<file path="config.mk">
export PLATFORM = sky130hd
export DESIGN_NAME = alu
export DESIGN_NICKNAME = d
export VERILOG_FILES = /design/src/rtl/alu.sv
export SDC_FILE = /design/constraint.sdc
export NUM_CORES = 1
export LEC_CHECK = 0
export ABC_CLOCK_PERIOD_IN_PS = 10070
export CAP_MARGIN = 20
export CORE_MARGIN = 1
export CORE_UTILIZATION = 45
export DETAILED_ROUTE_END_ITERATION = 7
export PLACE_DENSITY_LB_ADDON = 0.2
export SLEW_MARGIN = 20
export SYNTH_ARGS = -nofsm -noshare
export SYNTH_HDL_FRONTEND = slang
export SYNTH_SLANG_ARGS = --single-unit
</file>
<file path="constraint.sdc">
create_clock -name clk -period 10.07 [get_ports clk]
set_input_delay 1.5105 -clock clk [delete_from_list [all_inputs] [get_ports clk]]
set_output_delay 1.5105 -clock clk [all_outputs]
set_load 0.01 [all_outputs]
</file>
<file path="src/rtl/alu.sv">
// Registered 32-bit RV32I integer ALU: one result per cycle, one-cycle latency.
// A shared adder serves ADD/SUB/SLT/SLTU; a single right shifter serves all shifts.
module alu (
    input  logic        clk,
    input  logic        reset,
    input  logic [31:0] operand_A,
    input  logic [31:0] operand_B,
    input  logic [2:0]  func,
    input  logic        control,
    output logic [31:0] result
);

    localparam logic [2:0] FnAdd  = 3'b000;
    localparam logic [2:0] FnSll  = 3'b001;
    localparam logic [2:0] FnSlt  = 3'b010;
    localparam logic [2:0] FnSltu = 3'b011;
    localparam logic [2:0] FnXor  = 3'b100;
    localparam logic [2:0] FnSr   = 3'b101;
    localparam logic [2:0] FnOr   = 3'b110;
    localparam logic [2:0] FnAnd  = 3'b111;

    function automatic logic [31:0] bit_reverse(input logic [31:0] v);
        logic [31:0] r;
        r = '0;
        for (int i = 0; i < 32; i++) begin
            r[i] = v[31-i];
        end
        return r;
    endfunction

    // Log-depth right shifter; fill selects zero or sign extension.
    function automatic logic [31:0] shift_right(input logic [31:0] v, input logic [4:0] amt,
                                                input logic fill);
        logic [31:0] r;
        logic [31:0] mask;
        r = v;
        for (int i = 0; i < 5; i++) begin
            if (amt[i]) begin
                mask = ~(32'hFFFF_FFFF >> (1 << i));
                r    = (r >> (1 << i)) | (fill ? mask : 32'h0);
            end
        end
        return r;
    endfunction

    logic        sub_sel;
    logic [31:0] b_opnd;
    logic [32:0] sum;
    logic        lt_signed;
    logic        lt_unsigned;

    logic        shift_left;
    logic        shift_fill;
    logic [31:0] shift_in;
    logic [31:0] shift_out;

    logic [31:0] result_d;
    logic [31:0] result_q;

    // Compares reuse the subtractor regardless of control.
    always_comb begin
        sub_sel = ((func == FnAdd) && control) || (func == FnSlt) || (func == FnSltu);
        b_opnd  = sub_sel ? ~operand_B : operand_B;
        sum     = {1'b0, operand_A} + {1'b0, b_opnd} + {32'h0, sub_sel};
    end

    // Carry out of A + ~B + 1 is set exactly when A >= B unsigned.
    always_comb begin
        lt_unsigned = ~sum[32];
        if (operand_A[31] != operand_B[31]) begin
            lt_signed = operand_A[31];
        end else begin
            lt_signed = sum[31];
        end
    end

    // Left shifts go through the right shifter on bit-reversed data.
    always_comb begin
        shift_left = (func == FnSll);
        shift_fill = (func == FnSr) && control && operand_A[31];
        shift_in   = shift_left ? bit_reverse(operand_A) : operand_A;
        shift_out  = shift_right(shift_in, operand_B[4:0], shift_fill);
    end

    always_comb begin
        result_d = '0;
        case (func)
            FnAdd:   result_d = sum[31:0];
            FnSll:   result_d = bit_reverse(shift_out);
            FnSlt:   result_d = {31'h0, lt_signed};
            FnSltu:  result_d = {31'h0, lt_unsigned};
            FnXor:   result_d = operand_A ^ operand_B;
            FnSr:    result_d = shift_out;
            FnOr:    result_d = operand_A | operand_B;
            FnAnd:   result_d = operand_A & operand_B;
            default: result_d = '0;
        endcase
    end

    always_ff @(posedge clk) begin
        if (reset) begin
            result_q <= '0;
        end else begin
            result_q <= result_d;
        end
    end

    assign result = result_q;

endmodule

</file>
# After elaboration in Yosys (flattened, before gate mapping)
# Index checks and enable logic that the tools add are counted.
dict set report word_totals {
  word_cells 41
  register_bits 32
  output_inout_bits 32
  input_bits 70
}
dict set report classes {
  eq_ne 8
  bitwise_logic 10
  muxes 14
  addsub 2
  n_reduce_logical 6
}
# op n
set op_table {}
lappend op_table {{32-bit 2-to-1 mux} 12}
lappend op_table {{32-bit case mux with 8 select lines} 1}
lappend op_table {{32-bit by 32-bit adder with 33-bit output} 1}
lappend op_table {{33-bit by 1-bit adder with 33-bit output} 1}
lappend op_table {{32-bit AND} 1}
lappend op_table {{32-bit NOT} 1}
lappend op_table {{16-bit by 32-bit OR with 32-bit output} 1}
lappend op_table {{24-bit by 32-bit OR with 32-bit output} 1}
lappend op_table {{28-bit by 32-bit OR with 32-bit output} 1}
lappend op_table {{30-bit by 32-bit OR with 32-bit output} 1}
lappend op_table {{31-bit by 32-bit OR with 32-bit output} 1}
lappend op_table {{32-bit OR} 1}
lappend op_table {{32-bit bitwise XOR} 1}
lappend op_table {{3-bit equality test, second input constant} 4}
lappend op_table {{3-bit by 2-bit equality test with 1-bit output, second input constant} 2}
lappend op_table {{3-bit by 1-bit equality test with 1-bit output, second input constant} 1}
lappend op_table {{1-bit logical AND} 3}
lappend op_table {{3-bit zero test} 1}
lappend op_table {{1-bit logical OR} 2}
lappend op_table {{1-bit 2-to-1 mux} 1}
lappend op_table {{1-bit != test} 1}
lappend op_table {{1-bit NOT} 1}

# Depth between registers and ports, before layout
dict set report logic_depth {
  depth_word 15
  depth_mapped 17
  mapped_depth_nobuf 14
}

# Worst setup path before layout
# No wires, ideal clock.
dict set report synth_path {
  path_type {input-to-reg}
  from {in func[2]}
  to {reg result_q[29] (netlist: result[29])}
  t_arrival_ps 5371
  setup_ps 81
  stages 16
  t_required_ps 9989
  path_buffers 3
  setup_slack_ps 4619
  path_cell_list {clkbuf_1 inv_1 clkbuf_1 o21ai_1 clkbuf_1 xnor2_1 ha_1 a21o_1 a31o_2 or3_1 o21a_1 a221o_1 a21oi_1 nor2_1 or4_1 a41oi_1}
}
dict set report synth_via {
  elab_chain_cells 13
  elab_cells_between_ends 33
  classes_between {add/sub (2); eq/ne (7); mux (13); bitwise (5); reduce/logical (6)}
}
# element line
set synth_rtl {}
lappend synth_rtl {{from (decl)} 8} ;# input logic [2:0] func,
lappend synth_rtl {{branches (longest 12 deep; another with 32-bit by 32-bit adder with 33-bit output)} --}
lappend synth_rtl {{32-bit case mux with 8 select lines *} 87} ;# case (func)
lappend synth_rtl {{to (signal assigned)} 104} ;# result_q <= result_d;
lappend synth_rtl {{to (decl)} 58} ;# logic [31:0] result_q;
# Mark *: on every way between the ends.
# A chain may end at the register's enable or synchronous reset.

# Worst setup path in the final report
# Same ends and word-level chain as after synthesis.

==> out/metrics.yaml <==
run_status: "completed"
gr-usage-all-layers: 0.3365
synth_compound_area_frac: 0.2664
fp-row-count: 46
post-route-period-util: 0.6152
cts_setup_buffers: 0
path_clk_slew_ns: 0.05
n_antenna_cell: 0
grt_first_pass_wirelength_um: 42470
clock_power_share: 0.197
synth_top_family_by_area: "compound AO/OA/AOI/OAI gates"
multi_input_area_sq_um: 6183
syn_inst: 964
grt_util_met2: 0.5497
die_area_sq_um: 16950
grt_pass1_vias: 7370
swShare: 0.4472
tightestPinTransition_ns: 1.071
detail-route-antenna-nets: 0
crit_path_max_fanout: 40
grt-ovfl-total: 0
cts_root_buffer: "clkbuf_16"
drt-total-wl_um: 28060
hp-class: "input port to register"
slew_viol_final: 0
finish.utilization: 0.5417
antenna_found_initial: 0
synth-xor-area-share: 0.06752
synthAdderAreaFrac: 0.1635
regArea_sq_um: 640.6
routedWlPerCell_um: 22.76
mostFrequentLayoutCell: "clkdlybuf4s50_1"
busiest_layer: "met2"
yosys_most_used_dff: "dfxtp_1"
ys_warn_count: 0
grt_setup_unrepaired: "no"
power_leakage_nw: 3.673
tns_ns: 0
critical_path_class: "input port to register"
cts_tree: "yes"
fin_nets: 1182
ys_seq_area_frac: 0.08665
powerDensity_nw_per_um2: 95.38
gr-usage-met1: 0.4216
period_needed_ns: 6.195
power.internal_w: 0.0004554
synthesis.area_sq_um: 7393
cts_buffers: 5
startpoint_type: "input port"
vias_per_cell: 6.418
max_freq_mhz: 161.4
core_sq_um: 15940
ir_worst_vdd_mv: 0.07235
finalSetupViolations: 0
die-width_um: 130.2
pwr-share-seq: 0.171
synth-edff-count: 0
drc: 0
drive_gt1_frac: 0.08063
whs_ns: 1.832
use_met3: 0.06437
cts.path.max_buffers: 2
fillers: 1562
relSlewSlack: 0.2855
dr.pass1.iters: 6
synthArstFlopShare: 0
vias: 7914
hold_viol: 0
cts-hold-fix-buffers: 0
h-tree-depth: 2
fin_area_sq_um: 8636
io-pin-count: 102
synth_mux_area_frac: 0.1921
start_util: 0.4637
gp_congestion: 1.019
drtIter0Drc: 909
comb_power_share: 0.632
worstPathRequired_ns: 10.28
die_h_um: 130.2
cts_resized: 0
power.switching_w: 0.0003683
syn-num-nets: 1130
ys_ff_latch: 32
dpl_cell_area_sq_um: 8487
port_buffers: 101
power_w: 0.0008237
dpl.hpwl_um: 21390
synth.distinct_cells: 78
final_cell_mix: "100 x clkdlybuf4s50_1, 95 x ha_1, 86 x nand2_1, 83 x a21oi_1, 76 x nor2_1"
largest_register_ffs: 32
clkSinkCount: 32
syn2layout_area_growth_pct: 16.80
synthSimpleGateAreaFrac: 0.1444
arrival_ns: 6.40
grt_max_degree: 49
worstSetupEndpointType: "register"
synth_area_per_cell_sq_um: 7.669
maxCapViolCount: 0
[power by group through the flow]
stage                     Sequential (W)  Combinational, W  Clock (W)
after floorplan                 0.000150          0.000330          0
after global placement          0.000144          0.000506          0
after detailed placement        0.000144          0.000507          0
after CTS                       0.000141          0.000509   0.000164
after global routing            0.000142          0.000560   0.000170
final                           0.000141          0.000520   0.000162
[synth_stat cells, drive strengths merged (19+ instances only)]
master	n	area share
inv	73	0.037
xnor2	48	0.057
mux4	34	0.10
dfxtp	32	0.087
a21oi	83	0.056
nand2	86	0.044
a211oi	19	0.019
o21ai	65	0.044
clkbuf	50	0.026
ha	95	0.16
nor2	77	0.039
mux2i	53	0.072
buf	20	0.016
[routing by layer]
layer	part of all wire	vias up
met5	0	-
met4	0.057	0
met3	0.091	97
met2	0.45	447
met1	0.40	3708
li1	-	3662
[logic make-up after synthesis]
logic type               count (synthesis)
XOR/XNOR                                57
AND/OR/NAND/NOR                        236
adder cells (fa/ha/maj)                 96
multiplexers                            97
flip-flops                              32
buffers and inverters                  145
AO/OA/AOI/OAI                          301
[area by class of cell]
class | instances | area share
repair buffers | 115 | 0.1287
clock buffers | 6 | 0.01608
clock inverters | 2 | 0.001159
flip-flops and latches | 32 | 0.07418
multi-input cells | 787 | 0.7160
well taps | 216 | 0.03130
inverters | 75 | 0.03260
[worst paths after layout]
| check | startpoint | end | slack (ns) | cells past startpoint |
|---|---|---|---|---|
| worst max-delay path | func[2] | result[29]$_SDFF_PP0_ | 3.88 | 15 |
| worst min-delay path | func[0] | result[4]$_SDFF_PP0_ | 1.83 | 3 |
[stage by stage]
stage | cells | worst slack (ns)
floorplan | 964 | 4.619
global placement | 1225 | 3.796
detailed placement | 1225 | 3.685
CTS | 1233 | 3.977
global route | 1233 | 3.722
finish | 1233 | 3.875
[critical path, stage by stage]
cell and delay (ns):
clkdlybuf4s50_1 0.46, buf_4 0.41, inv_1 0.51, o21ai_4 0.44
xnor2_1 0.14, ha_1 0.37, a21o_1 0.20, a31o_2 0.27
or3_1 0.37, o21a_1 0.23, a221o_1 0.40, a21oi_1 0.32
nor2_1 0.11, or4_1 0.41, a41oi_1 0.21
No activity file was read; power rests on OpenSTA's default activity.
==> patch, RTL diff (same settings) <==
Register the input `operand_B` before use. The logic sees it one clock later. The other inputs are not delayed to match.
--- a/src/rtl/alu.sv
+++ b/src/rtl/alu.sv
@@ -18,6 +18,12 @@
     localparam logic [2:0] FnSr   = 3'b101;
     localparam logic [2:0] FnOr   = 3'b110;
     localparam logic [2:0] FnAnd  = 3'b111;
+
+    logic [31:0] operand_B_q;
+
+    always_ff @(posedge clk) begin
+        operand_B_q <= operand_B;
+    end
 
     function automatic logic [31:0] bit_reverse(input logic [31:0] v);
         logic [31:0] r;
@@ -60,14 +66,14 @@
     // Compares reuse the subtractor regardless of control.
     always_comb begin
         sub_sel = ((func == FnAdd) && control) || (func == FnSlt) || (func == FnSltu);
-        b_opnd  = sub_sel ? ~operand_B : operand_B;
+        b_opnd  = sub_sel ? ~operand_B_q : operand_B_q;
         sum     = {1'b0, operand_A} + {1'b0, b_opnd} + {32'h0, sub_sel};
     end
 
     // Carry out of A + ~B + 1 is set exactly when A >= B unsigned.
     always_comb begin
         lt_unsigned = ~sum[32];
-        if (operand_A[31] != operand_B[31]) begin
+        if (operand_A[31] != operand_B_q[31]) begin
             lt_signed = operand_A[31];
         end else begin
             lt_signed = sum[31];
@@ -79,7 +85,7 @@
         shift_left = (func == FnSll);
         shift_fill = (func == FnSr) && control && operand_A[31];
         shift_in   = shift_left ? bit_reverse(operand_A) : operand_A;
-        shift_out  = shift_right(shift_in, operand_B[4:0], shift_fill);
+        shift_out  = shift_right(shift_in, operand_B_q[4:0], shift_fill);
     end
 
     always_comb begin
@@ -89,10 +95,10 @@
             FnSll:   result_d = bit_reverse(shift_out);
             FnSlt:   result_d = {31'h0, lt_signed};
             FnSltu:  result_d = {31'h0, lt_unsigned};
-            FnXor:   result_d = operand_A ^ operand_B;
+            FnXor:   result_d = operand_A ^ operand_B_q;
             FnSr:    result_d = shift_out;
-            FnOr:    result_d = operand_A | operand_B;
-            FnAnd:   result_d = operand_A & operand_B;
+            FnOr:    result_d = operand_A | operand_B_q;
+            FnAnd:   result_d = operand_A & operand_B_q;
             default: result_d = '0;
         endcase
     end
Function: changed (Yosys sat finds a counterexample within 4 cycles, from zero or initial values and one cycle with reset high).
==> patch against the original RTL <==
Power up 35%. Area after synthesis up 6.7%. Sequential cell count up 32. Hold slack worse by 920 ps. Final area up 8.2%. Non-clock buffer count down 1. Critical path depth unchanged. Wire length up 6.9%. Clock power up 110%. Worst setup slack better by 510 ps. Core utilization up 0.25 points. Via count up 3.9%.
==> patch: results (changes against the original RTL) <==
| Metric | Value |
|---|---|
| Outcome | `finished clean` |
| Number of antenna diodes | `0 (unchanged)` |
| Adder-cell share of the synthesized area | `15.3% (-1.0 points)` |
| Post-synthesis xor/xnor area fraction | `6.33% (-0.42 points)` |
| Via count | `8,222 (+3.9%)` |
| Slew HR | `32.1% (+3.6 points)` |
| CP arrival | `5900 ps (-500 ps)` |
| Largest net degree at the start of global routing | `57 (+16%)` |
| RePlAce Congestion | `0.983 (-3.5%)` |
| Hold path start | `operand_B_q[19]$_DFF_P_` |
| Peak VDD IR | `101 uV (+40%)` |
| DP HPWL | `22,700 um (+6.0%)` |
| Leakage | `3.96 nW (+7.7%)` |
| Power Density | `119 nW/um2 (+25%)` |
| Share of layout cells above drive strength 1 | `7.62% (-0.44 points)` |
| Post-synthesis sequential area ratio | `16.2% (+7.6 points)` |
| Initial DRT Pass Iterations | `5 (-1)` |
| Nonclk buf count | `114 (-0.87%)` |
| Worst Hold End | `result[19]$_SDFF_PP0_` |
| Clock buf count | `10 (+4)` |
| Peak fanout along the critical path | `56 (+40%)` |
| Hold Crit Class | `flip-flop to flip-flop` |
| Delay-heaviest family, CP | `compound AO/OA/AOI/OAI gates` |
| Clk. pwr | `0.333 mW (+110%)` |
| Worst R2R Setup Slack | `6360 ps` |
| Slowest-stage cell, CP | `o31ai_1` |
| Clk sinks | `64 (+100%)` |
| First-pass GRT wire length | `46,400 um (+9.3%)` |
| Seq. pwr | `0.283 mW (+100%)` |
| Cell Area, Placed | `9040 um2 (+6.5%)` |
| Final hold slack | `912 ps (-920 ps)` |
| Filler cells | `1,659 (+6.2%)` |
| Syn_area_per_cell | `7.93 um2 (+3.4%)` |
| Num CTS Buffers | `9 (+4)` |
| Hold depth | `6 (+3)` |
| Nets | `1,224 (+3.6%)` |
| Inverters | `85 (+13%)` |
| Clock Network Area Fraction | `3.28% (+1.6 points)` |
| Vias in the first global route | `7,781 (+5.6%)` |
| Htree depth | `3 (+1)` |
| Multi-input gates | `784 (-0.38%)` |
| Internal power | `0.679 mW (+49%)` |
| Place WS | `4150 ps (+468 ps)` |
| Sequential share of cell area | `13.7% (+6.3 points)` |
| Post-Layout Cell Count | `1,288 (+4.5%)` |
| Total GRT Usage | `34.3% (+0.63 points)` |
| Synth top cells by count | `ha_1 (95), a21oi_1 (87), nand2_1 (82), inv_1 (81), o21ai_0 (79)` |
| Non-clock buffer share | `11.8% (-1.1 points)` |
| Routed WL per cell | `23.3 um (+2.4%)` |
| Synth unique cells | `63 (-19%)` |
| Detailed Route Iter0 Violations | `955 (+5.1%)` |
| Clk pin slew, worst setup/hold paths | `60 ps` |
| Multi-input combinational area share | `64.8% (-6.8 points)` |
| Synth Area in Compound Gates | `24.6% (-2.1 points)` |
| Area contributors post-synth | `dfxtp_1 (16%), ha_1 (15%), mux4_2 (10%)` |
| Mux cell area share after synthesis | `17.0% (-2.2 points)` |
| Cell Area, Synth | `7890 um2 (+6.7%)` |
| Layout Utilization | `54.4% (+0.25 points)` |
| Slowest stage delay, CP | `620 ps (+110 ps)` |
==> patch: cell types whose count changed after synthesis, sizes merged, moves of 6 or more <==
cell,before,now
o211ai,7,14
inv,73,84
nor3,16,9
clkbuf,50,43
dfxtp,32,64
a22oi,15,8
nand3,16,10
o21ai,65,83
mux2,10,2
==> patch: worst max path at each step <==
stage / startpoint / endpoint / slack [ps] / cells past startpoint
5_1_grt: func[0] / result[28]$_SDFF_PP0_ / 4090 / 15
2_1_floorplan: func[1] / result[28]$_SDFF_PP0_ / 4870 / 16
6_report: func[0] / result[28]$_SDFF_PP0_ / 4380 / 15
3_5_place_dp: func[0] / result[28]$_SDFF_PP0_ / 4150 / 15
3_3_place_gp: func[0] / result[28]$_SDFF_PP0_ / 4300 / 15
4_1_cts: func[0] / result[28]$_SDFF_PP0_ / 4510 / 15
==> patch: metal layers <==
layer | share of wire, % | global-route usage [%]
met4 | 5.5 | 17.7
met2 | 44 | 53.0
met3 | 9.4 | 7.22
met1 | 41 | 44.9
met5 | 0 | 0
